File: src/rtl/comparator_serial_cmp.sv
// comparator_serial_cmp
//
// Multi-cycle magnitude comparator. Two WIDTH-bit operands are compared
// DIGIT bits per cycle, most-significant digit first. Operands are unsigned
// or two's complement (SIGNED), and the operation can stop on the first
// differing digit (EARLY_EXIT=1) or always spend WIDTH/DIGIT compare cycles
// (EARLY_EXIT=0, constant latency).
//
// Ports
//   clk        rising-edge clock
//   rst        synchronous, active-high reset
//   in_valid   operand pair offered
//   in_ready   block can accept (high only while idle)
//   a, b       operands, captured on in_valid & in_ready
//   out_valid  result available (high only while holding a result)
//   out_ready  consumer accepts the result
//   eq/gt/lt   registered result, one-hot whenever out_valid is high;
//              held until the next result is produced

module comparator_serial_cmp #(
  parameter int WIDTH      = 16,
  parameter int DIGIT      = 4,
  parameter int SIGNED     = 0,
  parameter int EARLY_EXIT = 1
) (
  input  logic             clk,
  input  logic             rst,
  input  logic             in_valid,
  output logic             in_ready,
  input  logic [WIDTH-1:0] a,
  input  logic [WIDTH-1:0] b,
  output logic             out_valid,
  input  logic             out_ready,
  output logic             eq,
  output logic             gt,
  output logic             lt
);

  localparam int NDIG  = WIDTH / DIGIT;
  localparam int IDX_W = (NDIG > 1) ? $clog2(NDIG) : 1;

  generate
    if ((WIDTH <= 0) || (DIGIT <= 0) || ((WIDTH % DIGIT) != 0)) begin : g_bad_cfg
      $error("comparator_serial_cmp: WIDTH must be a positive multiple of DIGIT");
    end
  endgenerate

  typedef enum logic [1:0] {
    S_IDLE = 2'd0,
    S_RUN  = 2'd1,
    S_DONE = 2'd2
  } state_t;

  state_t state, state_nxt;

  logic [WIDTH-1:0] a_q, b_q;
  logic [IDX_W-1:0] idx;
  logic             sticky_diff;
  logic             sticky_gt;

  logic [DIGIT-1:0] dig_a, dig_b;
  logic             dig_ne, dig_gt;
  logic             last_dig;
  logic             accept;

  logic load_res;
  logic eq_nxt, gt_nxt, lt_nxt;

  // Unsigned digit compare; returns {differ, a_greater}.
  function automatic logic [1:0] digit_cmp(input logic [DIGIT-1:0] x,
                                           input logic [DIGIT-1:0] y);
    digit_cmp = {(x != y), (x > y)};
  endfunction

  assign in_ready  = (state == S_IDLE);
  assign out_valid = (state == S_DONE);
  assign accept    = in_valid && (state == S_IDLE);

  assign dig_a             = a_q[int'(idx) * DIGIT +: DIGIT];
  assign dig_b             = b_q[int'(idx) * DIGIT +: DIGIT];
  assign {dig_ne, dig_gt}  = digit_cmp(dig_a, dig_b);
  assign last_dig          = (idx == '0);

  // State register
  always_ff @(posedge clk) begin
    if (rst) begin
      state <= S_IDLE;
    end else begin
      state <= state_nxt;
    end
  end

  // Next state and result load
  always_comb begin
    state_nxt = state;
    load_res  = 1'b0;
    eq_nxt    = 1'b0;
    gt_nxt    = 1'b0;
    lt_nxt    = 1'b0;
    case (state)
      S_IDLE: begin
        if (in_valid) begin
          state_nxt = S_RUN;
        end
      end
      S_RUN: begin
        if (EARLY_EXIT != 0) begin
          if (dig_ne) begin
            load_res  = 1'b1;
            gt_nxt    = dig_gt;
            lt_nxt    = !dig_gt;
            state_nxt = S_DONE;
          end else if (last_dig) begin
            load_res  = 1'b1;
            eq_nxt    = 1'b1;
            state_nxt = S_DONE;
          end
        end else if (last_dig) begin
          // The sticky value covers digits above this one; if nothing has
          // differed yet, the lowest digit decides.
          load_res  = 1'b1;
          state_nxt = S_DONE;
          if (sticky_diff) begin
            gt_nxt = sticky_gt;
            lt_nxt = !sticky_gt;
          end else if (dig_ne) begin
            gt_nxt = dig_gt;
            lt_nxt = !dig_gt;
          end else begin
            eq_nxt = 1'b1;
          end
        end
      end
      S_DONE: begin
        if (out_ready) begin
          state_nxt = S_IDLE;
        end
      end
      default: begin
        state_nxt = S_IDLE;
      end
    endcase
  end

  // Digit index: starts at the top digit, walks down one per RUN cycle
  always_ff @(posedge clk) begin
    if (rst) begin
      idx <= '0;
    end else if (accept) begin
      idx <= IDX_W'(NDIG - 1);
    end else if ((state == S_RUN) && !last_dig) begin
      idx <= idx - 1'b1;
    end
  end

  // Result registers, written only when a result is produced
  always_ff @(posedge clk) begin
    if (rst) begin
      eq <= 1'b0;
      gt <= 1'b0;
      lt <= 1'b0;
    end else if (load_res) begin
      eq <= eq_nxt;
      gt <= gt_nxt;
      lt <= lt_nxt;
    end
  end

  // Operand capture. Flipping the sign bit of both operands maps two's
  // complement order onto unsigned order, so the digit walk stays unsigned.
  always_ff @(posedge clk) begin
    if (accept) begin
      a_q <= a;
      b_q <= b;
      if (SIGNED != 0) begin
        a_q[WIDTH-1] <= ~a[WIDTH-1];
        b_q[WIDTH-1] <= ~b[WIDTH-1];
      end
    end
  end

  // First-difference latch for the constant-latency mode
  always_ff @(posedge clk) begin
    if (accept) begin
      sticky_diff <= 1'b0;
      sticky_gt   <= 1'b0;
    end else if ((state == S_RUN) && !sticky_diff && dig_ne) begin
      sticky_diff <= 1'b1;
      sticky_gt   <= dig_gt;
    end
  end

endmodule

File: config.mk
export PLATFORM = sky130hd
export DESIGN_NAME = comparator_serial_cmp
export DESIGN_NICKNAME = d
export VERILOG_FILES = /design/src/rtl/comparator_serial_cmp.sv
export SDC_FILE = /design/constraint.sdc
export NUM_CORES = 1
export LEC_CHECK = 0
export CAP_MARGIN = 25
export CORE_UTILIZATION = 50
export CTS_BUF_LIST = sky130_fd_sc_hd__clkbuf_4
export CTS_CLUSTER_SIZE = 14
export DETAILED_ROUTE_END_ITERATION = 10
export PLACE_DENSITY = 0.83
export SYNTH_ARGS = -nofsm -noshare
export SYNTH_HDL_FRONTEND = slang
export SYNTH_SLANG_ARGS = --single-unit
File: constraint.sdc
create_clock -name clk -period 2.5 [get_ports clk]
set_input_delay 0.375 -clock clk [delete_from_list [all_inputs] [get_ports clk]]
set_output_delay 0.375 -clock clk [all_outputs]
set_load 0.01 [all_outputs]
# --- Word-level counts from Yosys, hierarchy flattened ---
# Index checks and enable logic that the tools add are counted.
totals:
  reg_bits: 39
  latchBits: 0
  ramBits: 0
  mem_bits_ro: 0
  in_bits: 36
  elab_cells: 41
  memories: 0
classes:
  add_sub_neg: 1
  n_mul: 0
  div: 0
  n_lt_le_gt_ge: 1
  eq_ne: 6
  n_shift: 2
  muxes: 16
  bitwise: 0
  n_reduce_logical: 8
op_table:
  columns: ["op", "n"]
  rows:
  - ["16-bit by 5-bit variable part select with 4-bit output", 2]
  - ["2-bit 2-to-1 mux", 6]
  - ["1-bit 2-to-1 mux", 9]
  - ["2-bit one-hot mux with 3 select lines", 1]
  - ["4-bit > comparator", 1]
  - ["2-bit zero test", 2]
  - ["4-bit inequality test", 1]
  - ["3-bit inequality test, second input constant", 1]
  - ["3-bit AND reduction", 1]
  - ["2-bit by 1-bit equality test with 1-bit output, second input constant", 1]
  - ["2-bit equality test, second input constant", 1]
  - ["1-bit logical AND", 2]
  - ["1-bit zero test", 2]
  - ["2-bit by 1-bit inequality test with 1-bit output, second input constant", 1]
  - ["2-bit inequality test, second input constant", 1]
  - ["2-bit nonzero test", 1]
  - ["2-bit by 1-bit subtractor with 2-bit output, second input constant", 1]

# --- Longest topological paths before layout ---
logic_depth:
  word_depth: 5
  mapped_depth: 8
  ltp_nobuf: 7

# --- Least setup slack after synthesis ---
# Ideal clock, no wire load.
synth_timing:
  path_kind: "reg2reg"
  from: "register idx[0]"
  to: "register gt"
  setup_time_ps: 87
  arrival_ps: 1821
  required_time_ps: 2413
  setup_slack_ps: 592
  path_stages_with_launch: 7
  path_buffers: 1
  synth_period_minus_slack_ps: 1908
  cell_sequence: "dfxtp_1 -> buf_6 -> mux4_1 -> ha_1 -> nand4_1 -> nand2_1 -> o31ai_1"
synth_via:
  elab_chain_len: 4
  word_cells_on_any_way: 10
synth_lines:
  columns: ["item", "line", "source"]
  rows:
  - ["from (decl)", "57", "logic [IDX_W-1:0] idx;"]
  - ["from (signal assigned)", "150", "idx <= IDX_W'(NDIG - 1);"]
  - ["from (signal assigned)", "152", "idx <= idx - 1'b1;"]
  - ["16-bit by 5-bit variable part select with 4-bit output, or another cell as far along", "79", "assign dig_a = a_q[int'(idx) * DIGIT +: DIGIT];"]
  - ["4-bit > comparator, or another cell as far along", "72", "digit_cmp = {(x != y), (x > y)};"]
  - ["1-bit 2-to-1 mux", "108", "if (dig_ne) begin"]
  - ["1-bit 2-to-1 mux", "100", "case (state)"]
  - ["to (signal assigned)", "164", "gt <= gt_nxt;"]
  - ["to (decl)", "35", "output logic gt,"]
# Parallel ways exist; a longest one is shown, timed or not.
# A chain may end at the register's enable or synchronous reset.

# --- Worst setup path in the final report ---
layout_timing:
  from: "register idx[0]"
  to: "register state[1]"
layout_via:
  elab_chain_len: 4
  word_cells_on_any_way: 8
layout_lines:
  columns: ["item", "line", "source"]
  rows:
  - ["16-bit by 5-bit variable part select with 4-bit output (on tied branches)", "79, 80", null]
  - ["4-bit inequality test", "72", null]
  - ["3-bit inequality test (no source line) or 2-bit 2-to-1 mux (tied branches)", null, null]
  - ["3-bit AND reduction (no source line) or 2-bit one-hot mux with 3 select lines (tied branches)", null, null]
  - ["to (signal assigned)", "89", "state <= state_nxt;"]
  - ["to (decl)", "54", "state_t state, state_nxt;"]
# Parallel ways exist; a longest one is shown, timed or not.

==> parameters.txt <==
Parameter                              Value

Clock tree
  Register clock-pin slew on the reported worst setup and hold paths    0.11 ns
  Quantity of hold-fixing buffers added after cts    0
  Post-CTS setup buffer count    0
  Number of buffers added by the clock tree synthesis step    5
  Cell at the root of the clock tree    clkbuf_4
  Number of sinks driven by the clock tree    39
  CTS tree    built
  Clock latency on the worst-skew pair    0.33 ns
  CTS H-tree lvls    2
  Cts repair resizes    0
  Bufs on Longest Clock Path    2

Yosys
  Post-synth net total    138
  Synth cell types    29
  Async set or reset register ratio after synthesis    0%
  Dominant cells by area after synthesis    edfxtp_1, dfxtp_1, mux4_1, mux4_2, ha_1
  Fraction of post-synthesis cell area in the top cell type by area    59.1%
  Largest family of logic cells by synthesized area    multiplexers
  Yosys reg bits    39
  Area of the mapped netlist    1630 µm²
  Post-Synthesis Cells    97
  Seq/Total Area, Yosys    67.7%
  Mux contribution to synthesized area    13.2%
  Most used flip-flop cell after synthesis    edfxtp_1
  Yosys Warn Count    0
  Number of enable flip-flop cells after synthesis    32
  Synth Area in XOR/XNOR    0%
  Area share of fa/ha/maj cells after synthesis    3.85%
  Post-synthesis average cell area    16.8 µm²
  Fraction of the mapped netlist area in simple logic gates    6.24%
  Cell taking the most area after synthesis    edfxtp_1
  Post-synthesis compound-gate area fraction    5.77%

STA
  Total Neg Setup Slack    0 ns
  Worst slew margin relative to its limit    66.9%
  Final worst hold slack    0.486 ns
  Max Clock Skew    0.00347 ns
  Least-Margin Pin Slew    0.496 ns
  Endpoints failing hold    0
  Final setup violation count    0
  Setup repair after global routing missed its margin    false
  Final critical-path share of the clock period    91.1%
  Pins over their slew limit    0
  Fin crit period    2.28 ns
  Peak Freq    0.439 GHz

Floorplan
  Die extent in x    59.0 µm
  IO Count    41
  Standard-cell row count    20
  Y dimension of the die    59.0 µm
  Total core area    3080 µm²
  Die Area    3480 µm²
  Starting Density    52.8%

Flow run
  # Max-Cap Violations    0

Status
  Outcome    completed

Global route
  Antenna violations before repair    0
  Total routing resource utilization after global routing    16.7%
  Global-route wire length before repair    4.15 mm
  Total grt overflow    0
  Vias in the first global route    1005
  Maximum number of pins on one net before global-route repair    33

Worst setup path
  Reg2Reg Capture Point    state[1]
  Critical path capture point type    register
  Reg2Reg Setup Slack    0.22 ns
  Data required time of the worst path    2.72 ns
  Startpoint of the lowest-slack register-to-register path    idx[0]
  Maximum fanout along the worst path    9
  Critical Path Source Type    register
  Critical path class    register to register
  CP Data Arrival Time    2.50 ns
  Length in cells of the worst reg-to-reg path    5

Detailed routing
  Ratio of routed vias to standard cells    5.21
  DR pass1 iterations    4
  Count of nets left with antenna violations after detail routing    0
  Vias    979
  Residual DRC count    0
  Total wire length after detailed routing    2.55 mm
  Iteration-0 DRC Markers    27
  Detailed-route wire length per cell    13.6 µm

Layout
  Antenna diodes    0
  Fraction of final layout cells with drive strength greater than 1    11.1%
  Synth-to-layout area growth    31.1%
  Count of non-filler cells in the finished layout    188
  Layout Nets    184

Placed design
  Cells after DPL    180
  Global placement routability congestion    0.772
  Number of port buffers    40
  DP HPWL    1.88 mm

Min path
  Worst Hold Class    register to register
  Hold_sp    lt
  Min-Delay Path Depth    2
  Hold Path Sink    lt

Power
  Worst vdd rail ir drop    455 µV
  Power density of the placed cells    639 nW/µm²
  Leak Pwr    0.766 nW
state kept, by name (all words and copies together) (netlist names):
name and count:
eq 1, b_q 16, state 2, idx 2, lt 1, gt 1
a_q 16
critical path: stages, from the launching register on:
cell and delay, ns:
dfxtp_1 0.65, mux4_1 0.64, ha_1 0.32, nand4_1 0.20, o21ai_0 0.26, a21oi_1 0.10
logic make-up after synthesis:
family	count (synthesis)
adder cells (fa/ha/maj)	5
flip-flops	39
AND/OR/NAND/NOR	19
multiplexers	9
buffers and inverters	11
AO/OA/AOI/OAI	14
power by group:
part	total, W	switching (W)	internal, W
Combinational	0.000258	0.000107	0.000151
Sequential	0.000791	0.0000301	0.000761
Clock	0.000313	0.000194	0.000119
cell usage after synthesis (2+ instances only):
library cell and count:
nand2_1 3, ha_1 5, mux4_2 3, nor2_1 6, dfxtp_1 7, a21oi_1 6, inv_1 8, a211oi_1 2
nor3_1 2, mux4_1 5, edfxtp_1 32
per-layer routing:
layer,vias to the layer above,wire length (µm),GRT usage (%)
li1,472,-,-
met1,470,1040,17.4
met2,37,1340,31.7
met3,0,172,6.11
met4,0,0,4.08
met5,-,0,0
placed cells by master (no fill, tap or decap), types with 2 or more instances in the layout:
master           count
clkdlybuf4s50_1     40
edfxtp_1            32
inv_1                8
dfxtp_1              7
nor2_1               6
a21oi_1              6
clkbuf_4             6
mux4_1               5
ha_1                 5
mux4_2               3
nand2_1              3
a211oi_1             2
nor3_1               2
buf_4                2
metrics by stage:
step	instance area [µm²]	worst slack (ns)	power [W]	utilization, %
CTS	2130	0.212	0.00138	69.2
global placement	2070	0.317	0.00105	67.4
finish	2130	0.222	0.00136	69.2
floorplan	1630	0.592	0.000959	-
global route	2130	0.0382	0.00143	69.2
detailed placement	2070	0.231	0.00107	67.4
cell type report:
cell class	count	area [µm²]
Inverter	8	30.0
Sequential cell	39	1100
Clock inverter	2	12.5
Multi-Input combinational cell	47	472
Tap cell	44	55.1
Fill cell	225	947
Clock buffer	6	45.0
Timing Repair Buffer	42	415
how the worst max path moves through the flow:
stage,startpoint,end,slack [ns],cells past startpoint
2_1_floorplan,idx[0],gt,0.59,6
3_3_place_gp,idx[0],state[1],0.32,5
3_5_place_dp,idx[0],state[1],0.23,5
4_1_cts,idx[0],state[1],0.21,5
5_1_grt,idx[0],state[1],0.04,5
6_report,idx[0],state[1],0.22,5
Note: power is estimated with default switching activity, not from simulation.
